$ cat config.mk
export PLATFORM = sky130hd
export DESIGN_NAME = coefficient_run_sequencer
export DESIGN_NICKNAME = d
export VERILOG_FILES = /design/src/rtl/coefficient_run_sequencer_pkg.sv /design/src/rtl/coefficient_run_sequencer_encoder.sv /design/src/rtl/coefficient_run_sequencer.sv
export SDC_FILE = /design/constraint.sdc
export NUM_CORES = 1
export LEC_CHECK = 0
export BUFFER_PORTS_ARGS = -buffer_cell sky130_fd_sc_hd__clkbuf_2
export CAP_MARGIN = 10
export CORE_MARGIN = 2
export CORE_UTILIZATION = 35
export CTS_CLUSTER_DIAMETER = 40
export CTS_CLUSTER_SIZE = 12
export DETAILED_ROUTE_END_ITERATION = 8
export PLACE_DENSITY = 0.5
export RECOVER_POWER = 50
export SYNTH_ARGS = -nofsm -noshare
export SYNTH_HDL_FRONTEND = slang
export SYNTH_SLANG_ARGS = --single-unit
export TNS_END_PERCENT = 5
$ cat constraint.sdc
create_clock -name clock -period 9.8 [get_ports clock]
set_input_delay 1.96 -clock clock [delete_from_list [all_inputs] [get_ports clock]]
set_output_delay 1.96 -clock clock [all_outputs]
set_load 0.01 [all_outputs]
$ cat src/rtl/coefficient_run_sequencer_pkg.sv
// Shared definitions for the JPEG coefficient run sequencer: FSM state type,
// ZRL/EOB symbol constants, block geometry and the size-category helper used by
// the coefficient encoder.
package coefficient_run_sequencer_pkg;

  typedef enum logic [2:0] {
    S_IDLE,
    S_FETCH,
    S_EVAL,
    S_EMIT_ZRL,
    S_EMIT_SYM,
    S_EMIT_EOB,
    S_DONE
  } seq_state_t;

  localparam logic [3:0]  ZRL_RUN   = 4'hf;
  localparam logic [3:0]  EOB_RUN   = 4'h0;
  localparam logic [3:0]  EOB_SIZE  = 4'h0;
  localparam int unsigned BLOCK_LEN = 64;
  localparam logic [5:0]  LAST_IDX  = 6'(BLOCK_LEN - 1);

  // Bit length of a magnitude, clipped to the 4-bit size field. Only a
  // magnitude of 32768 (input -32768) would need 16, which saturates to 15.
  function automatic logic [3:0] coef_size(input logic [15:0] mag);
    logic [4:0] len;
    len = '0;
    for (int unsigned b = 0; b < 16; b++) begin
      if (mag[b]) len = 5'(b + 1);
    end
    return (len > 5'd15) ? 4'd15 : len[3:0];
  endfunction

endpackage

$ cat src/rtl/coefficient_run_sequencer_encoder.sv
// coefficient_encoder: combinational JPEG size/amplitude coder.
//   value_i      in  16  signed value (DC difference or AC coefficient)
//   size_o       out 4   magnitude category (0 for value 0)
//   amplitude_o  out 16  coded bits, low size_o bits meaningful, 0 when size_o==0
// Negative values are coded as value-1 truncated to size_o bits (ones' complement
// of the magnitude).
module coefficient_encoder
  import coefficient_run_sequencer_pkg::*;
(
  input  logic signed [15:0] value_i,
  output logic        [3:0]  size_o,
  output logic        [15:0] amplitude_o
);

  logic [15:0] mag;
  logic [15:0] biased;

  always_comb begin
    mag         = value_i[15] ? 16'(~value_i + 16'd1) : value_i;
    size_o      = coef_size(mag);
    biased      = value_i[15] ? 16'(value_i - 16'sd1) : value_i;
    amplitude_o = biased & ~(16'hFFFF << size_o);
  end

endmodule

$ cat src/rtl/coefficient_run_sequencer.sv
// coefficient_run_sequencer: walks one zigzag-ordered 8x8 block from the
// coefficient RAM and emits JPEG entropy symbols (run, size, amplitude) to the
// Huffman packer: one DC difference symbol, AC symbols with ZRL insertion, and
// EOB when the block ends in zeros.
//   clock, reset        single clock, synchronous active-high reset
//   start, component_id begin a block (only when idle), component latched
//   dc_clear            zero all DC predictors (only when idle)
//   coef_addr/coef_data RAM read port, data valid one cycle after address
//   sym_valid/sym_ready symbol handshake; sym_is_dc, sym_run, sym_size,
//                       sym_amplitude are the symbol fields
//   busy, block_done    block in progress / one-cycle completion pulse
module coefficient_run_sequencer
  import coefficient_run_sequencer_pkg::*;
#(
  parameter int unsigned NUM_COMPONENTS = 3,
  parameter int unsigned COMP_W         = 2
) (
  input  logic                     clock,
  input  logic                     reset,
  input  logic                     start,
  input  logic [COMP_W-1:0]        component_id,
  input  logic                     dc_clear,
  output logic [5:0]               coef_addr,
  input  logic signed [15:0]       coef_data,
  output logic                     sym_valid,
  input  logic                     sym_ready,
  output logic                     sym_is_dc,
  output logic [3:0]               sym_run,
  output logic [3:0]               sym_size,
  output logic [15:0]              sym_amplitude,
  output logic                     busy,
  output logic                     block_done
);

  seq_state_t               state_q, state_d;
  logic [5:0]               idx_q, idx_d;
  logic [3:0]               zero_run_q, zero_run_d;
  logic [1:0]               zrl_pend_q, zrl_pend_d;
  logic [COMP_W-1:0]        comp_q, comp_d;
  logic signed [15:0]       enc_q, enc_d;
  logic                     is_dc_q, is_dc_d;
  logic signed [15:0]       pred_q [NUM_COMPONENTS];
  logic signed [15:0]       pred_d [NUM_COMPONENTS];

  logic signed [15:0]       pred_sel;
  logic [3:0]               enc_size;
  logic [15:0]              enc_amp;

  // The encoder sees only the captured value, so the held symbol is immune to
  // coef_addr/coef_data moving while the packer stalls.
  coefficient_encoder u_enc (
    .value_i     (enc_q),
    .size_o      (enc_size),
    .amplitude_o (enc_amp)
  );

  always_comb begin
    pred_sel = '0;
    for (int unsigned i = 0; i < NUM_COMPONENTS; i++) begin
      if (comp_q == COMP_W'(i)) pred_sel = pred_q[i];
    end
  end

  always_comb begin
    state_d    = state_q;
    idx_d      = idx_q;
    zero_run_d = zero_run_q;
    zrl_pend_d = zrl_pend_q;
    comp_d     = comp_q;
    enc_d      = enc_q;
    is_dc_d    = is_dc_q;
    for (int unsigned i = 0; i < NUM_COMPONENTS; i++) pred_d[i] = pred_q[i];

    sym_valid     = 1'b0;
    sym_is_dc     = 1'b0;
    sym_run       = '0;
    sym_size      = '0;
    sym_amplitude = '0;

    unique case (state_q)
      S_IDLE: begin
        if (dc_clear) begin
          for (int unsigned i = 0; i < NUM_COMPONENTS; i++) pred_d[i] = '0;
        end
        if (start) begin
          comp_d     = component_id;
          idx_d      = '0;
          zero_run_d = '0;
          zrl_pend_d = '0;
          state_d    = S_FETCH;
        end
      end

      S_FETCH: state_d = S_EVAL;

      S_EVAL: begin
        if (idx_q == '0) begin
          // DC: the 2:1 mux into the encoder register selects the difference.
          enc_d   = coef_data - pred_sel;
          is_dc_d = 1'b1;
          for (int unsigned i = 0; i < NUM_COMPONENTS; i++) begin
            if (comp_q == COMP_W'(i)) pred_d[i] = coef_data;
          end
          state_d = S_EMIT_SYM;
        end else if (coef_data == '0) begin
          if (zero_run_q == 4'd15) begin
            zero_run_d = '0;
            zrl_pend_d = zrl_pend_q + 2'd1;
          end else begin
            zero_run_d = zero_run_q + 4'd1;
          end
          if (idx_q == LAST_IDX) begin
            state_d = S_EMIT_EOB;
          end else begin
            idx_d   = idx_q + 6'd1;
            state_d = S_FETCH;
          end
        end else begin
          enc_d   = coef_data;
          is_dc_d = 1'b0;
          state_d = (zrl_pend_q != '0) ? S_EMIT_ZRL : S_EMIT_SYM;
        end
      end

      S_EMIT_ZRL: begin
        sym_valid = 1'b1;
        sym_run   = ZRL_RUN;
        if (sym_ready) begin
          zrl_pend_d = zrl_pend_q - 2'd1;
          if (zrl_pend_q == 2'd1) state_d = S_EMIT_SYM;
        end
      end

      S_EMIT_SYM: begin
        sym_valid     = 1'b1;
        sym_is_dc     = is_dc_q;
        sym_run       = is_dc_q ? 4'd0 : zero_run_q;
        sym_size      = enc_size;
        sym_amplitude = enc_amp;
        if (sym_ready) begin
          zero_run_d = '0;
          if (idx_q == LAST_IDX) begin
            state_d = S_DONE;
          end else begin
            idx_d   = idx_q + 6'd1;
            state_d = S_FETCH;
          end
        end
      end

      S_EMIT_EOB: begin
        sym_valid = 1'b1;
        sym_run   = EOB_RUN;
        sym_size  = EOB_SIZE;
        if (sym_ready) state_d = S_DONE;
      end

      S_DONE: begin
        idx_d   = '0;
        state_d = S_IDLE;
      end

      default: state_d = S_IDLE;
    endcase
  end

  assign coef_addr  = idx_q;
  assign busy       = (state_q != S_IDLE);
  assign block_done = (state_q == S_DONE);

  always_ff @(posedge clock) begin
    if (reset) begin
      state_q    <= S_IDLE;
      idx_q      <= '0;
      zero_run_q <= '0;
      zrl_pend_q <= '0;
      comp_q     <= '0;
      enc_q      <= '0;
      is_dc_q    <= 1'b0;
      for (int unsigned i = 0; i < NUM_COMPONENTS; i++) pred_q[i] <= '0;
    end else begin
      state_q    <= state_d;
      idx_q      <= idx_d;
      zero_run_q <= zero_run_d;
      zrl_pend_q <= zrl_pend_d;
      comp_q     <= comp_d;
      enc_q      <= enc_d;
      is_dc_q    <= is_dc_d;
      for (int unsigned i = 0; i < NUM_COMPONENTS; i++) pred_q[i] <= pred_d[i];
    end
  end

endmodule

# After elaboration in Yosys (flattened, before gate mapping)
# Memories as Yosys holds them, arrays and structs flattened.
# Cells that the tools add are included.
[totals]
ff_bits = 34
ram_bits = 48
in_bits = 23
out_inout_bits = 34
wordCells = 132
mem_count = 1
[op_classes]
addsub = 7
order_cmp = 1
eq_ne = 20
shift = 1
mux = 73
n_bitwise = 6
n_reduce_logical = 16
[memory_table]
columns = ["memory", "depth", "width", "rd", "rd_ports_with_merged_regs", "write_ports", "line_no", "source"]
rows = [
  ["pred_q", 3, 16, 3, 0, 3, "coefficient_run_sequencer.sv:42", "logic signed [15:0] pred_q [NUM_COMPONENTS];"],
]
[ops]
columns = ["operator", "count"]
rows = [
  ["16-bit two-way mux", 14],
  ["48-bit two-way mux", 2],
  ["48-bit one-hot mux with 2 select lines", 1],
  ["4-bit two-way mux", 16],
  ["3-bit two-way mux", 14],
  ["16-bit inverter", 2],
  ["6-bit two-way mux", 5],
  ["6-bit one-hot mux with 4 select lines", 1],
  ["2-bit inequality test (second input constant)", 9],
  ["3-bit one-hot mux with 6 select lines", 1],
  ["16-bit by 1-bit adder with 16-bit output (second input constant)", 1],
  ["16-bit AND", 1],
  ["16-bit logical NOT", 1],
  ["16-bit by 4-bit << shifter with 16-bit output (first input constant)", 1],
  ["16-bit subtractor", 1],
  ["16-bit by 2-bit subtractor with 16-bit output (second input constant)", 1],
  ["5-bit AND reduction", 3],
  ["2-bit two-way mux", 7],
  ["4-bit one-hot mux with 3 select lines", 1],
  ["3-bit == test (second input constant)", 3],
  ["3-bit nonzero test", 3],
  ["1-bit two-way mux", 8],
  ["4-bit one-hot mux with 2 select lines", 1],
  ["6-bit by 1-bit adder with 6-bit output (second input constant)", 1],
  ["21 further kinds", 26],
]

# Longest topological paths before layout
# Gate-level depths: netlist of run 1.
[depth]
word_depth = 25
ltp_mapped = 14
mapped_depth_nobuf = 13

# Hierarchy
# Synthesis of run 1 repeated with hierarchy kept, for this count alone.
[unflattened]
hier_cells = 874
hier_area_um2 = 6192.2
[modules_own_cells]
columns = ["module", "n_inst", "cells_each", "area_per_inst_um2", "seq_area_each_um2"]
rows = [
  ["coefficient_run_sequencer", 1, 650, 4803.4, 1641.6],
  ["coefficient_encoder", 1, 224, 1388.8, 0.0],
]

# Least setup slack after synthesis of run 1
# Ideal clock, no wire load.
[synth_timing]
path_kind = "register to output"
startpoint = "reg enc_q[0]"
endpoint = "out sym_amplitude[8]"
arrival_time_ps = 2689
required_ps = 7840
setup_slack_ps = 5151
stages_incl_launch_ff = 12
n_path_buf = 2
cell_sequence = "dfxtp_1 -> buf_6 -> inv_1 -> ha_1 -> clkbuf_1 -> o221ai_1 -> a22o_1 -> a221oi_1 -> a21oi_1 -> o311a_1 -> or3_1 -> o311a_1"
[synth_via]
elab_chain_len = 25
word_cells_on_any_way = 27
classes_between = "add/sub: 2; order compare: 1; shift: 1; mux: 20; bitwise: 3"
[synth_rtl]
columns = ["item", "line_no", "source"]
rows = [
  ["start: declaration", "coefficient_run_sequencer.sv:40", "logic signed [15:0] enc_q, enc_d;"],
  ["start signal: assignment", "coefficient_run_sequencer.sv:187", "enc_q <= enc_d;"],
  ["16-bit inverter", "coefficient_run_sequencer_encoder.sv:19", "mag = value_i[15] ? 16'(~value_i + 16'd1) : value_i;"],
  ["16-bit by 1-bit adder with 16-bit output", "coefficient_run_sequencer_encoder.sv:19", ""],
  ["16-bit two-way mux", "coefficient_run_sequencer_encoder.sv:19", ""],
  ["1-bit two-way mux", "coefficient_run_sequencer_pkg.sv:28", "if (mag[b]) len = 5'(b + 1);"],
  ["2-bit two-way mux (2 in a row)", "coefficient_run_sequencer_pkg.sv:28", ""],
  ["3-bit two-way mux (4 in a row)", "coefficient_run_sequencer_pkg.sv:28", ""],
  ["4-bit two-way mux (8 in a row)", "coefficient_run_sequencer_pkg.sv:28", ""],
  ["5-bit two-way mux", "coefficient_run_sequencer_pkg.sv:28", ""],
  ["5-bit by 4-bit greater-than comparator with 1-bit output", "coefficient_run_sequencer_pkg.sv:30", "return (len > 5'd15) ? 4'd15 : len[3:0];"],
  ["4-bit two-way mux", "coefficient_run_sequencer_pkg.sv:30", ""],
  ["16-bit by 4-bit << shifter with 16-bit output", "coefficient_run_sequencer_encoder.sv:22", "amplitude_o = biased & ~(16'hFFFF << size_o);"],
  ["16-bit inverter", "coefficient_run_sequencer_encoder.sv:22", ""],
  ["16-bit AND (*)", "coefficient_run_sequencer_encoder.sv:22", ""],
  ["16-bit two-way mux (*)", "coefficient_run_sequencer.sv:80", "unique case (state_q)"],
  ["end: declaration", "coefficient_run_sequencer.sv:30", "output logic [15:0] sym_amplitude,"],
]
# Every way passes the cells marked *; elsewhere a longest branch is shown, timed or not.

# Final worst setup path of run 1
[layout_timing]
startpoint = "reg enc_q[15]"
endpoint = "out sym_amplitude[8]"
[layout_via]
elab_chain_len = 23
word_cells_on_any_way = 26
classes_between = "add/sub: 1; order compare: 1; shift: 1; mux: 20; bitwise: 3"
[layout_rtl]
columns = ["item", "line_no"]
rows = [
  ["16-bit two-way mux", "coefficient_run_sequencer_encoder.sv:19"],
  ["1-bit two-way mux", "coefficient_run_sequencer_pkg.sv:28"],
  ["2-bit two-way mux (2 in a row)", "coefficient_run_sequencer_pkg.sv:28"],
  ["3-bit two-way mux (4 in a row)", "coefficient_run_sequencer_pkg.sv:28"],
  ["4-bit two-way mux (8 in a row)", "coefficient_run_sequencer_pkg.sv:28"],
  ["5-bit two-way mux", "coefficient_run_sequencer_pkg.sv:28"],
  ["5-bit by 4-bit greater-than comparator with 1-bit output", "coefficient_run_sequencer_pkg.sv:30"],
  ["4-bit two-way mux", "coefficient_run_sequencer_pkg.sv:30"],
  ["16-bit by 4-bit << shifter with 16-bit output", "coefficient_run_sequencer_encoder.sv:22"],
  ["16-bit inverter", "coefficient_run_sequencer_encoder.sv:22"],
  ["16-bit AND (*)", "coefficient_run_sequencer_encoder.sv:22"],
  ["16-bit two-way mux (*)", "coefficient_run_sequencer.sv:80"],
]
# Marked as above.

==> results.md, run 1 <==
- Synthesis Warnings: 0
- DR vias/cell: 5.402
- Critical-path maximum fanout: 29
- Post-CTS Resized: 0
- Netlist cell types: 72
- Largest net degree at the start of global routing: 86
- Remaining Overflow, GRT: 0
- Post-synth EDFFs: 0
- Rel. slew slack: -163.7%
- Initial antenna violation count: 0
- Worst-Skew Late Latency: 0.35 ns
- Core ar.: 16470 sq um
- Top post-synthesis cells by area: dfxtp_1, a21oi_1, nor2_1, nand2_1, ha_1
- CTS tree: done
- Failing checks: max-capacitance violations, max-slew violations
- Routability Congestion: 0.8496
- DRC violations left: 0
- RSZ-0062 raised after global routing: false
- Storage element area: 1642 sq um
- Die Wd: 133.1 um
- Worst EP required: 7.84 ns
- Library cell with the highest instance count after synthesis: a21oi_1
- CTS max path bufs: 2
- Syn Area/Cell: 7.143 sq um
- Startpoint types: register
- Flop and latch count out of synthesis: 82
- Maximum vdd drop: 0.00008740 V
- Vias in the first global route: 5315
- Hold Path Class: register to register
- Worst EP arrival: 3.66 ns
- Worst r2r path cells: 14
- Final nets: 881
- Register area share after synthesis: 28.13%
- Synth Flop Type: dfxtp_1
- Final worst path period need: 5.616 ns
- Starting Density: 35.44%
- Global-route wire length before repair: 27230 um
- Crit path kind: register to primary output
- Pre-antenna DRT Iters: 5
- Final core occ: 39.68%
- Fin. Hold Viols: 0
- Number of diodes: 0
- Cell row count: 47
- FMAX: 0.1781 GHz
- Net Count, Synth: 862
- Min-delay src: pred_q[0][4]
- Area delta synth->final: 11.96%
- Die area: 17720 sq um
- H-tree depth: 3
- Avg WL per Cell: 15.73 um
- Clock Tree Root: clkbuf_16
- Final period util: 57.30%
- R2r startpoint: comp_q[1]
- Area occupied by multi-input gates: 3884 sq um
- Total CTS buffers: 9
- Setup violations, final: 0
- Cell area after synthesis: 5836 sq um
- Max cap viols: 1
- Post-synth ARST share: 0%
- Clock Skews: 0.01509 ns
- Slew Limit Fails: 86
- Total GRT Usage: 19.02%
- # IOs: 57
- Filler Cell Count: 1759
- Syn Inst Count: 817
- Worst Tran Pin Value: 3.956 ns
- Final total power: 1.161 mW
- PortBufs: 55
- Top post-synthesis cells by count: a21oi_1, nor2_1, nand2_1
- Post-route setup TNS: 0 ns
- # hold bufs at CTS: 0
- Routed Antenna Nets: 0
- Area leader, netlist: dfxtp_1
- Worst slack, placed: 4.586 ns
- Synth top area share: 28.13%
- Worst Setup End Kind: primary output
- Leakage: 2.491 nW
- WL final: 16690 um
- Number of clock sinks: 82
- Worst Hold Depth: 2
- Clock transition at the registers of the reported paths: 0.06 ns
- Final WS setup: 4.184 ns
- Setup bufs post-CTS: 0
- Outcome: complete, but fails checks
- Fraction of layout cells with a size suffix above 1: 12.25%
- Die H: 133.1 um
- PwrDens: 177.6 nW/um^2
- Vias after detailed routing: 5731
- CP startpoint: enc_q[15]
- HPWL after DPL: 12050 um
- DRT iter0 DRCs: 367
==> logic make-up (layout without fill, tap and decap cells) <==
kind of cell / count (synthesis) / after routing / synth area share [%]
fa+ha+maj: 22 / 22 / 4.846
buf+inv: 81 / 105 / 5.510
other cells: 1 / 1 / 0.06426
xor+xnor: 25 / 25 / 3.752
mux: 22 / 22 / 3.795
simple gates: 367 / 367 / 30.47
compound gates: 217 / 217 / 23.43
flops: 82 / 82 / 28.13
==> metrics by stage <==
step,hold WS (ns),cell area [sq um],std cells
floorplan,0.4312,5836,817
global placement,0.4374,6241,1045
detailed placement,0.4434,6241,1045
CTS,0.4515,6545,1061
global route,0.4623,6534,1061
finish,0.4503,6534,1061
==> layout make-up <==
cell class	count	area share, %
clock buffers	10	3.658
clock inverters	6	0.9958
multi-input cells	654	59.44
flip-flops and latches	82	25.12
inverters	24	1.379
well taps	220	4.213
repair buffers	65	5.190
==> placed cells by master, fill, tap and decap left out, drive strengths merged, types with 5 or more instances in the layout <==
master,netlist,routed
and3,8,8
nor4,11,11
nor3,26,26
ha,21,21
a211oi,12,12
clkbuf,47,66
inv,24,25
dfxtp,82,82
a22oi,5,5
nor2,111,111
o21ai,29,29
mux2i,21,21
nand2,108,108
o31ai,5,5
nand3,46,46
a21o,5,5
and2,7,7
xnor2,18,18
a21oi,113,113
buf,10,9
or2,7,7
nor2b,10,10
or3,9,9
xor2,7,7
==> metal layers <==
| layer | global-route usage, % | share of wire [%] | routed length, um | vias to the layer above |
|---|---|---|---|---|
| li1 | - | - | - | 2936 |
| met4 | 5.083 | 1.0 | 168 | 0 |
| met2 | 30.14 | 45 | 7516 | 104 |
| met1 | 26.53 | 50 | 8289 | 2679 |
| met5 | 0 | 0 | 0 | - |
| met3 | 3.767 | 4.3 | 712 | 12 |
==> critical path: stages, from the launching register on <==
cell	delay, ns
dfxtp_1	0.96
inv_1	0.45
a41oi_1	0.31
xnor2_1	0.21
inv_1	0.08
o311a_1	0.41
or3_1	0.44
o311a_1	0.31
clkbuf_2	0.13
==> state kept, by name, summed over array words and instances (netlist names) <==
signal	flops
pred_q	48
enc_q	16
coef_addr	6
zero_run_q	4
state_q	3
comp_q	2
zrl_pend_q	2
is_dc_q	1
==> power breakdown <==
group | internal [mW] | total (mW) | switching (mW)
Combinational | 0.157 | 0.434 | 0.277
Sequential | 0.348 | 0.379 | 0.0304
Clock | 0.205 | 0.348 | 0.143
Total | 0.710 | 1.16 | 0.451
==> worst paths after layout <==
check	end	slack (ns)
min reg2reg	pred_q[0][4]	0.45
max	sym_amplitude[8]	4.18
max reg2reg	enc_q[12]	6.39
min	pred_q[0][4]	0.45
No activity file was read; power rests on OpenSTA's default activity.
==> inputs of run 2 (changes only) <==
--- a/config.mk
+++ b/config.mk
@@ -5,6 +5,7 @@
 export SDC_FILE = /design/constraint.sdc
 export NUM_CORES = 1
 export LEC_CHECK = 0
+export ABC_AREA = 1
 export BUFFER_PORTS_ARGS = -buffer_cell sky130_fd_sc_hd__clkbuf_2
 export CAP_MARGIN = 10
 export CORE_MARGIN = 2
==> constraint.sdc (replaced) <==
create_clock -name clock -period 5.4 [get_ports clock]
set_input_delay 1.08 -clock clock [delete_from_list [all_inputs] [get_ports clock]]
set_output_delay 1.08 -clock clock [all_outputs]
set_load 0.01 [all_outputs]
==> run 2 against run 1 <==
  * The run still ends with max-capacitance violations, max-slew violations left
  * Routed wire length decreased by 5.5%
  * Utilization is 0.74 points higher
  * Synthesized cell count is 0.49% higher
  * Highest routed layer unchanged
  * Hold slack better by 0.0048 ns
  * Register-to-register slack got worse by 4.7 ns
  * Design area fell by 6.0%
  * Global-route usage increased by 0.42 points
  * Power grew to 3.7 times the previous value
  * Die area fell by 6.3%
  * Final cell count is 0.66% lower
  * First-iteration DRC count stayed put
==> results.md, run 2 <==
- Worst slack, placed: 1.834 ns (-2.752 ns)
- Register area share after synthesis: 30.10% (+2.0 points)
- Outcome: complete, but fails checks
- Startpoint types: register
- Post-synth ARST share: 0% (unchanged)
- WL final: 15780 um (-5.5%)
- Worst Setup End Kind: primary output
- Maximum vdd drop: 0.0003896 V (+350%)
- CTS tree: done
- Pre-antenna DRT Iters: 5 (unchanged)
- Core ar.: 15200 sq um (-7.7%)
- Cell row count: 45 (-4.3%)
- Clock transition at the registers of the reported paths: 0.07 ns (about the same)
- Final core occ: 40.42% (+0.74 points)
- Clock Tree Root: clkbuf_16
- Flop and latch count out of synthesis: 82 (unchanged)
- Setup violations, final: 0 (unchanged)
- Setup bufs post-CTS: 0 (unchanged)
- Hold Path Class: register to register
- # IOs: 57 (unchanged)
- Filler Cell Count: 1621 (-7.8%)
- Library cell with the highest instance count after synthesis: nand2_1
- Global-route wire length before repair: 25590 um (-6.0%)
- Total CTS buffers: 9 (unchanged)
- Area leader, netlist: dfxtp_1
- Final period util: 73.01%
- PortBufs: 55 (unchanged)
- Leading cell type in the layout, fill and taps excluded: nand2_1
- Leakage: 2.628 nW (+5.5%)
- Max FFs per register: 48 (unchanged)
- Vias in the first global route: 5127 (-3.5%)
- Largest net degree at the start of global routing: 55 (-36%)
- Crit path kind: register to primary output
- H-tree depth: 3 (unchanged)
- Final worst path period need: 3.942 ns
- Net Count, Synth: 866 (+0.46%)
- WHS: 0.4551 ns (+0.004844 ns)
- Post-route setup TNS: 0 ns (unchanged)
- Worst EP required: 4.32 ns (-3.52 ns)
- Slew Limit Fails: 55 (-36%)
- Final nets: 906 (+2.8%)
- Failing checks: max-capacitance violations, max-slew violations
- Number of diodes: 0 (unchanged)
- Top post-synthesis cells by area: dfxtp_1, a21oi_1, nand2_1, o21ai_0, inv_1
- Rel. slew slack: -35.74% (+130 points)
- Total GRT Usage: 19.44% (+0.42 points)
- Worst-Skew Late Latency: 0.35 ns (about the same)
- DRC violations left: 0 (unchanged)
- # hold bufs at CTS: 0 (unchanged)
- Post-route cell area: 6145 sq um (-6.0%)
- Die Wd: 128.8 um (-3.2%)
- Worst EP arrival: 2.86 ns (-0.80 ns)
- Critical-path maximum fanout: 22 (-24%)
- Largest register by flop count: pred_q
- Area delta synth->final: 12.66%
- Initial antenna violation count: 0 (unchanged)
- Avg WL per Cell: 14.97 um (-4.8%)
- Placed Area: 5869 sq um (-6.0%)
- Remaining Overflow, GRT: 0 (unchanged)
- DR vias/cell: 5.187 (-4.0%)
- Top post-synthesis cells by count: nand2_1, inv_1, a21oi_1
- Die area: 16600 sq um (-6.3%)
- Synthesis Warnings: 0 (unchanged)
- RSZ-0062 raised after global routing: false
- Fraction of layout cells with a size suffix above 1: 12.12% (-0.12 points)
- Fin. Hold Viols: 0 (unchanged)
- Syn Inst Count: 821 (+0.49%)
- Post-synth EDFFs: 0 (unchanged)
- Post-CTS Resized: 0 (unchanged)
- Number of clock sinks: 82 (unchanged)
- Die H: 128.8 um (-3.2%)
- CTS max path bufs: 2 (unchanged)
- DRT iter0 DRCs: 367 (unchanged)
- Worst Tran Pin Value: 2.036 ns (-1.920 ns)
- FMAX: 0.2537 GHz
- Routed Antenna Nets: 0 (unchanged)
- PwrDens: 706.7 nW/um^2 (+300%)
- Starting Density: 35.88% (+0.44 points)
- Max cap viols: 1 (unchanged)
- Clock Skews: 0.009353 ns (-0.005734 ns)
- Commonest cells after routing, fill and taps aside: nand2_1, inv_1, a21oi_1
- Netlist cell types: 49 (-32%)
- Vias after detailed routing: 5467 (-4.6%)
- Area occupied by multi-input gates: 3196 sq um (-18%)
- Final WS setup: 1.458 ns (-2.727 ns)
- HPWL after DPL: 11890 um (-1.4%)
- Routability Congestion: 0.8713 (+2.6%)
- Cell area after synthesis: 5454 sq um (-6.5%)
- Storage element area: 1642 sq um (unchanged)
- Synth Flop Type: dfxtp_1
- Synth top area share: 30.10% (+2.0 points)
- Syn Area/Cell: 6.643 sq um (-7.0%)
-- run 2: changes by cell type after synthesis, sizes merged, moves of 10 or more --
cell,delta
inv,+100
o21ai,+58
nand2,+27
clkbuf,-25
mux2i,-21
nor2,-18
xnor2,-16
xor2,+16
nand3,-11
a221oi,+10
nor2b,-10
nor3,-10
-- run 2: worst max-delay path: stages (launching register included) --
cell and delay [ns]:
dfxtp_1 0.82, inv_2 0.24, nand2_1 0.16, nand3_1 0.08, nand3_1 0.09, nand2_1 0.06, nand2_1 0.05, nand2_1 0.04
nand2_1 0.05, nand2_1 0.05, nand2_1 0.05, nand2_1 0.05, nand2_1 0.05, nand2_1 0.05, nand2_1 0.09, nand2_1 0.12
nand3_1 0.13, nand2_1 0.06, a21oi_1 0.13, clkbuf_2 0.15
-- run 2: layout make-up --
cell class,instances,share of cell area (%)
Timing Repair Buffer,60,4.806
Tap cell,188,3.828
Inverter,124,7.616
Multi-Input combinational cell,584,52.01
Clock inverter,7,1.364
Sequential cell,82,26.72
Clock buffer,9,3.665
-- run 2: logic make-up (layout without fill, tap and decap cells) --
logic type / Yosys count / count (layout) / synth area share [%]
AO/OA/AOI/OAI: 240 / 240 / 24.55
XOR/XNOR: 25 / 25 / 4.152
adder cells (fa/ha/maj): 22 / 22 / 5.185
buffers and inverters: 155 / 200 / 11.01
flip-flops: 82 / 82 / 30.10
other: 1 / 1 / 0.06876
AND/OR/NAND/NOR: 296 / 296 / 24.94
-- run 2: per-layer routing --
metal	part of all wire, %	vias to the layer above	wire length (um)	track usage, %
li1	-	2806	-	-
met5	0	-	0	0
met2	44	116	6962	30.38
met3	3.7	23	591	3.701
met1	50	2522	7847	26.87
met4	2.4	0	375	6.714
-- run 2: through the flow --
stage	power (mW)	instances
after global routing	4.765	1054
after detailed placement	3.707	1038
after global placement	3.663	1038
after floorplan	3.124	821
after CTS	4.372	1054
final	4.342	1054
-- run 2: final timing paths --
check | end | slack [ns] | depth (start not counted) | from
worst max register to register | pred_q[0][15] | 1.70 | 10 | state_q[1]
worst min register to register | pred_q[0][3] | 0.46 | 2 | pred_q[0][3]
worst min-delay path | pred_q[0][3] | 0.46 | 2 | pred_q[0][3]
worst max-delay path | sym_amplitude[2] | 1.46 | 19 | enc_q[15]
-- run 2: report_power, final --
part           switching (mW)  total (mW)  internal (mW)
combinational            1.84        2.70          0.862
clock                   0.288       0.655          0.368
sequential              0.160       0.989          0.829
total                    2.28        4.34           2.06
